File: config.mk
export PLATFORM = sky130hd
export DESIGN_NAME = shift_wb_stage
export DESIGN_NICKNAME = d
export VERILOG_FILES = /design/src/rtl/shift_wb_stage_pkg.sv /design/src/rtl/shift_wb_stage_flag_gen.sv /design/src/rtl/shift_wb_stage.sv
export SDC_FILE = /design/constraint.sdc
export NUM_CORES = 1
export LEC_CHECK = 0
export CORE_MARGIN = 2
export CORE_UTILIZATION = 39
export CTS_CLUSTER_SIZE = 30
export DETAILED_ROUTE_END_ITERATION = 6
export DONT_BUFFER_PORTS = 1
export GPL_TIMING_DRIVEN = 0
export MAX_ROUTING_LAYER = met4
export PLACE_DENSITY = 0.55
export SYNTH_ARGS = -nofsm -noshare
export SYNTH_HDL_FRONTEND = slang
export SYNTH_SLANG_ARGS = --single-unit
File: constraint.sdc
create_clock -name clk -period 5 [get_ports clk]
set_input_delay 1 -clock clk [delete_from_list [all_inputs] [get_ports clk]]
set_output_delay 1 -clock clk [all_outputs]
set_load 0.02 [all_outputs]
File: src/rtl/shift_wb_stage_pkg.sv
// Shared widths, shifter function codes and the writeback entry payload.
package shift_wb_stage_pkg;

  localparam int unsigned WB_DATA_W = 32;
  localparam int unsigned WB_ADDR_W = 5;
  localparam int unsigned WB_SH_W   = $clog2(WB_DATA_W);

  typedef enum logic [2:0] {
    SH_LSL = 3'b000,
    SH_LSR = 3'b001,
    SH_ASL = 3'b010,
    SH_ASR = 3'b011,
    SH_ROL = 3'b100,
    SH_ROR = 3'b101
  } sh_ftn_e;

  typedef struct packed {
    logic [WB_DATA_W-1:0] result;
    logic [WB_ADDR_W-1:0] dest;
    logic                 z;
    logic                 n;
    logic                 c;
  } wb_entry_t;

endpackage

File: src/rtl/shift_wb_stage_flag_gen.sv
// Combinational Z/N/C status flags for one shifter result.
module shift_flag_gen
  import shift_wb_stage_pkg::*;
#(
  parameter  int unsigned DATA_W = WB_DATA_W,
  localparam int unsigned SH_W   = $clog2(DATA_W)
) (
  input  logic [DATA_W-1:0] result,
  input  logic [DATA_W-1:0] operand,
  input  logic [SH_W-1:0]   sh,
  input  logic [2:0]        ftn,
  output logic              z_c,
  output logic              n_c,
  output logic              c_c
);

  logic [SH_W:0]   lsl_full;
  logic [SH_W-1:0] lsl_idx;
  logic [SH_W-1:0] lsr_idx;

  // Carry is the last bit shifted out, or the wrapped bit for rotates.
  always_comb begin
    lsl_full = (SH_W+1)'(DATA_W) - {1'b0, sh};
    lsl_idx  = lsl_full[SH_W-1:0];
    lsr_idx  = sh - SH_W'(1);
    z_c      = (result == '0);
    n_c      = result[DATA_W-1];
    c_c      = 1'b0;
    if (sh != '0) begin
      case (ftn)
        SH_LSL, SH_ASL: c_c = operand[lsl_idx];
        SH_LSR, SH_ASR: c_c = operand[lsr_idx];
        SH_ROL:         c_c = result[0];
        SH_ROR:         c_c = result[DATA_W-1];
        default:        c_c = 1'b0;
      endcase
    end
  end

endmodule

File: src/rtl/shift_wb_stage.sv
// Shifter -> writeback stage: main register plus one skid entry, registered in_ready.
module shift_wb_stage
  import shift_wb_stage_pkg::*;
#(
  parameter  int unsigned DATA_W = WB_DATA_W,
  parameter  int unsigned ADDR_W = WB_ADDR_W,
  localparam int unsigned SH_W   = $clog2(DATA_W)
) (
  input  logic              clk,
  input  logic              rst_n,
  input  logic              flush,
  input  logic              in_valid,
  output logic              in_ready,
  input  logic [DATA_W-1:0] in_result,
  input  logic [DATA_W-1:0] in_operand,
  input  logic [SH_W-1:0]   in_sh,
  input  logic [2:0]        in_ftn,
  input  logic [ADDR_W-1:0] in_dest,
  output logic              out_valid,
  input  logic              out_ready,
  output logic [DATA_W-1:0] out_result,
  output logic [ADDR_W-1:0] out_dest,
  output logic              out_we,
  output logic              out_z,
  output logic              out_n,
  output logic              out_c
);

  wb_entry_t main_q, main_d;
  wb_entry_t skid_q, skid_d;
  wb_entry_t new_entry;
  logic      main_valid_q, main_valid_d;
  logic      skid_valid_q, skid_valid_d;
  logic      in_ready_q, in_ready_d;
  logic      out_we_q, out_we_d;
  logic      z_c, n_c, c_c;
  logic      accept, pop;

  shift_flag_gen #(.DATA_W(DATA_W)) u_flag_gen (
    .result  (in_result),
    .operand (in_operand),
    .sh      (in_sh),
    .ftn     (in_ftn),
    .z_c     (z_c),
    .n_c     (n_c),
    .c_c     (c_c)
  );

  // Skid is only ever filled while main is full, so main stays the older entry.
  always_comb begin
    main_d       = main_q;
    skid_d       = skid_q;
    main_valid_d = main_valid_q;
    skid_valid_d = skid_valid_q;
    accept       = in_valid & in_ready_q;
    pop          = main_valid_q & out_ready;
    new_entry    = '{result: in_result, dest: in_dest, z: z_c, n: n_c, c: c_c};

    if (flush) begin
      main_valid_d = 1'b0;
      skid_valid_d = 1'b0;
    end else if (!main_valid_q || pop) begin
      if (skid_valid_q) begin
        main_d       = skid_q;
        main_valid_d = 1'b1;
        skid_valid_d = 1'b0;
      end else if (accept) begin
        main_d       = new_entry;
        main_valid_d = 1'b1;
      end else begin
        main_valid_d = 1'b0;
      end
    end else if (accept) begin
      skid_d       = new_entry;
      skid_valid_d = 1'b1;
    end

    in_ready_d = !skid_valid_d;
    out_we_d   = main_valid_d && (main_d.dest != '0);
  end

  always_ff @(posedge clk or negedge rst_n) begin
    if (!rst_n) begin
      main_q       <= '0;
      skid_q       <= '0;
      main_valid_q <= 1'b0;
      skid_valid_q <= 1'b0;
      in_ready_q   <= 1'b1;
      out_we_q     <= 1'b0;
    end else begin
      main_q       <= main_d;
      skid_q       <= skid_d;
      main_valid_q <= main_valid_d;
      skid_valid_q <= skid_valid_d;
      in_ready_q   <= in_ready_d;
      out_we_q     <= out_we_d;
    end
  end

  assign in_ready   = in_ready_q;
  assign out_valid  = main_valid_q;
  assign out_result = main_q.result;
  assign out_dest   = main_q.dest;
  assign out_we     = out_we_q;
  assign out_z      = main_q.z;
  assign out_n      = main_q.n;
  assign out_c      = main_q.c;

endmodule

* Word-level counts from Yosys, hierarchy flattened
Index checks and enable logic that the tools add are counted.
Storage, ports and cells: register bits 84, bits in latches 0, bits in writable memories 0, ROM bits 0, word-level logic and storage cells 57, memories 0
Operators by class: add/subtract/negate cells 2, multiply operators 0, div/mod/pow operators 0, $lt $le $gt $ge 2, eq/ne operators 5, shifts and indexed selects 0, multiplexer cells 17, bitwise operators 4, reduce and logical (&&, ||, !) cells 13
Operator list (count):
- 40-bit two-way mux | 2
- 32-bit logical NOT | 1
- 8-bit two-way mux | 2
- 5-bit by 6-bit less-than comparator with 1-bit output (second input constant) | 2
- 1-bit binary-select mux with 5-bit select | 2
- 1-bit two-way mux | 10
- 5-bit nonzero test | 2
- 3-bit by 2-bit equality test with 1-bit output (second input constant) | 2
- 3-bit equality test (second input constant) | 2
- 3-bit AND reduction | 2
- 1-bit by 5-bit subtractor with 5-bit output (first input constant) | 1
- 5-bit by 1-bit subtractor with 5-bit output (second input constant) | 1
- 1-bit case mux with 4 select lines | 1
- 2-bit OR reduction | 2
- 3-bit by 1-bit equality test with 1-bit output (second input constant) | 1
- 3-bit logical NOT | 1
- 1-bit AND | 2
- 1-bit logical NOT | 2
- 1-bit NOT | 2
- 2-bit nonzero test | 1
- 1-bit logical AND | 1
- 1-bit logical OR | 1

* Depth between registers and ports, before layout
depth in word-level cells 11, mapped depth 12, gate-level depth less buffers 9

* Hierarchy
Synthesis repeated with hierarchy kept, for this count alone.
Unflattened totals: cell total of the unflattened synthesis 301, area, all modules 4371.7 µm²
By module, submodules not included:
- shift_wb_stage | times used 1, cells an instance 241, area each 3628.5 µm², sequential area each 2103.3 µm²
- shift_flag_gen | times used 1, cells an instance 60, area each 743.2 µm², sequential area each 0.0 µm²

* Worst setup path before layout
No wires, ideal clock.
path kind in2reg, start point in in_sh[0], end point reg main_q, in the netlist out_c, arrival time 3.314 ns, required time 4.880 ns, setup slack 1.566 ns, cell stages on the path 11, path buffers 4, cell sequence buf_6 > buf_2 > inv_1 > ha_1 > buf_4 > buf_4 > mux4_2 > mux2_2 > o311a_1 > a41o_1 > a31o_1
Between the ends: word-level cells in the longest chain between the ends 7, elaborated cells between the ends (all ways) 11, classes of those cells add/sub (2); mux (8); reduce/logical (1)
RTL lines:
- start, declared | line shift_wb_stage.sv:16 | input logic [SH_W-1:0] in_sh,
- 5-bit by 1-bit subtractor with 5-bit output or 1-bit by 5-bit subtractor with 5-bit output (tied branches) | line shift_wb_stage_flag_gen.sv:25, shift_wb_stage_flag_gen.sv:23
- 1-bit binary-select mux with 5-bit select (on tied branches) | line shift_wb_stage_flag_gen.sv:32, shift_wb_stage_flag_gen.sv:31
- 1-bit two-way mux (on tied branches) | line shift_wb_stage_flag_gen.sv:32, shift_wb_stage_flag_gen.sv:31
- 1-bit case mux with 4 select lines | line shift_wb_stage_flag_gen.sv:30 | case (ftn)
- 1-bit two-way mux * | line shift_wb_stage_flag_gen.sv:29 | if (sh != '0) begin
- 40-bit two-way mux * | line shift_wb_stage.sv:67 | end else if (accept) begin
- 40-bit two-way mux * | line shift_wb_stage.sv:63 | if (skid_valid_q) begin
- end signal, assigned | line shift_wb_stage.sv:91 | main_q <= main_d;
- end, declared | line shift_wb_stage.sv:29 | wb_entry_t main_q, main_d;
Mark *: on every way between the ends. The rest lies on a longest branch, timed or not. The select of a mux whose other input is x is not followed. A chain may end at the register's enable or synchronous reset.

* Final worst setup path
Ends and elaborated chain as after synthesis.

==> results.toml <==
[status]
run_status = "finished clean"

[floorplan]
start_util_pct = 40.3
design.portCount = 125
design.die.area_um2 = 11600
fp.dieW_um = 107
core.rowCount = 37
core-area_um2 = 10400
floorplan.die.height_um = 107

[global_routing]
initial_antenna_violation_count = 0
grt_pass1_vias = 3384
maximum_number_of_pins_on_one_net_before_global_route_repair = 83
grt_pass1_wl_um = 17500
grt_usage_pct = 20.2
globalRouteOverflowTotal = 0

[drt]
totalWireLength_um = 11200
antenna_left = 0
detailroute.via_count = 3171
detail_route.first_pass.iterations = 4
detailed_route_iter0_violations = 185
viasPerCell = 6.23
drt_drc_violations_left = 0
wl_per_cell_um = 21.9

[cts]
register_clock_pin_slew_on_the_reported_worst_setup_and_hold_paths_ns = 0.08
cts_resized = 0
clock_tree.buffer_depth = 2
clock_tree.root_cell = "clkbuf_8"
cts_setup_buffers = 0
cts_hold_buf = 0
tritoncts = "built"
numClockSinks = 82
clock_latency_on_the_worst_skew_pair_ns = 0.35
numCtsBuffers = 9
h-tree-depth = 3

[placement]
detailedPlacementHpwl_um = 7910
routability_congestion_estimate = 0.856
placement.io_buffers = 0

[setup_path]
r2r-start = "in_ready"
setup.worst_path.end_class = "flip-flop"
worst_path_fanout_max = 10
cp.required_ns = 5.24
worst_r2r_path_depth = 8
critPathKind = "in2reg"
worstPathArrival_ns = 3.62
setup.worst_path.start = "in_sh[0]"
critical_path.startpoint_type = "input pin"

[timing]
hold_viol = 0
rsz0062_at_grt = "false"
finalCritPeriodShare_pct = 67.6
totalNegativeSetupSlack_ns = 0
finalSetupViolations = 0
worst_pin_slew_ns = 0.647
drv_slew = 0
finalWorstPathRequiredPeriod_ns = 3.38
maxSlewHeadroom_pct = 56.9
timing.fmax_ghz = 0.296
fin_worst_skew_ns = 0.00536

[synth]
asyncSetResetFlopFracSynth_pct = 100
synthesis.yosys.warnings = 0
yosys-mux-area-fraction_pct = 21.0
syn-instance-count = 359
yosys.area_share.adder_pct = 0.599
yosys.cell_types.count = 43
post_synth_xor_area_fraction_pct = 0.599
synth_seq_area_share_pct = 49.2
post_synth_instance_area_um2 = 4180
synth_edf_count = 0
synthesis.nets = 443
synth_simple_gate_area_share_pct = 5.90
main_combinational_cell_family_by_area_after_synthesis = "multiplexers"
synth-main-ff-cell = "dfrtp_1"
postSynthAreaPerCell_um2 = 11.6
yosys_register_bits = 82
synth_compound_gate_area_share_pct = 18.9

[finish]
final_core_utilization_pct = 43.8
layout-drive-gt1-share_pct = 19.8
net_count_of_the_finished_layout = 454
final_common_cell = "dfrtp_1"
area.growth.synth_to_final_pct = 8.66
nFillCells = 983
layout_common_cells = "81 x dfrtp_1, 76 x o22ai_1, 41 x mux2_2"
antenna_cells_inserted = 0

[pwr]
fin_total_pwr_mw = 1.80
vdd_drop_max_mv = 0.176
cellLeakagePower_nw = 1.83
power_per_cell_area_nw_per_um2 = 397

[min_path]
hp-class = "in2async"

[run]
max-cap-violations = 0
[report_power, final]
group          leakage [nW]  switching [mW]  internal, mW
clock                 0.101           0.231         0.251
sequential            0.999           0.196         0.810
combinational         0.733           0.129         0.186
[path summary, 6_finish.rpt]
kind                             endpoint  slack [ns]
hold reg to reg                skid_q[32]        0.51
setup / recovery                    out_c        1.62
min in group clk               skid_q[32]        0.51
setup reg to reg                   out_we        2.45
hold / removal             out_result[12]        0.33
max in group asynchronous        in_ready        4.44
[per-layer routing]
layer	global-route usage, %	share of wire, %	wire length, um	up-vias
li1	-	-	-	1448
met1	25.1	42	4730	1594
met2	30.4	47	5240	116
met3	8.90	9.5	1060	13
met4	4.95	1.1	126	0
met5	-	0	0	-
[flip-flops by register name (all words and copies together), names as in the netlist]
name and flops:
in_ready 1, out_c 1, out_dest 5, out_result 32, out_valid 1, out_we 1
out_z 1, skid_q 39, skid_valid_q 1
[critical path, cell delays in order]
cell     delay (ns)
buf_6          0.12
buf_2          0.27
inv_1          0.14
ha_1           0.30
buf_4          0.19
buf_4          0.22
mux4_2         0.31
mux2_2         0.28
o311a_1        0.28
a41o_1         0.26
a31o_1         0.22
[cell type report]
class / instances / area [um^2] / share of cell area [%]
buffer: 30 / 133 / 2.92
clock buffer: 11 / 151 / 3.34
clock inverter: 3 / 40.0 / 0.882
inverter: 7 / 26.3 / 0.579
multi-input combinational: 240 / 1960 / 43.3
sequential: 82 / 2050 / 45.2
tap: 136 / 170 / 3.75
[kinds of logic (layout without fill, tap and decap cells)]
family,after synthesis,after routing
mux,62,62
xor+xnor,2,2
fa+ha+maj,2,2
buf+inv,37,51
compound gates,130,130
flops,82,82
simple gates,44,44
[cell usage after synthesis, drive strengths merged (2+ instances only)]
cell type  count  area (um^2)
dfrtp         81         2030
o22ai         76          475
mux2          41          462
a21oi         40          200
clkbuf        22         82.6
mux4          15          357
nor4           9         56.3
buf            8         50.0
inv            7         26.3
nand2          7         26.3
mux2i          6         60.1
nand3          6         30.0
nor2           5         18.8
o21ai          4         20.0
nand4          3         18.8
nor3b          3         22.5
and2           2         12.5
ha             2         25.0
or4            2         15.0
xnor2          2         25.0
[stage by stage]
step	cell area (um^2)	worst slack [ns]	cells	hold slack, ns
finish	4540	1.62	509	0.333
detailed placement	4350	1.25	495	0.495
CTS	4540	1.61	509	0.316
global route	4540	1.50	509	0.306
global placement	4350	1.26	495	0.487
floorplan	4180	1.57	359	0.473
Power figures use the tool's default switching activity.
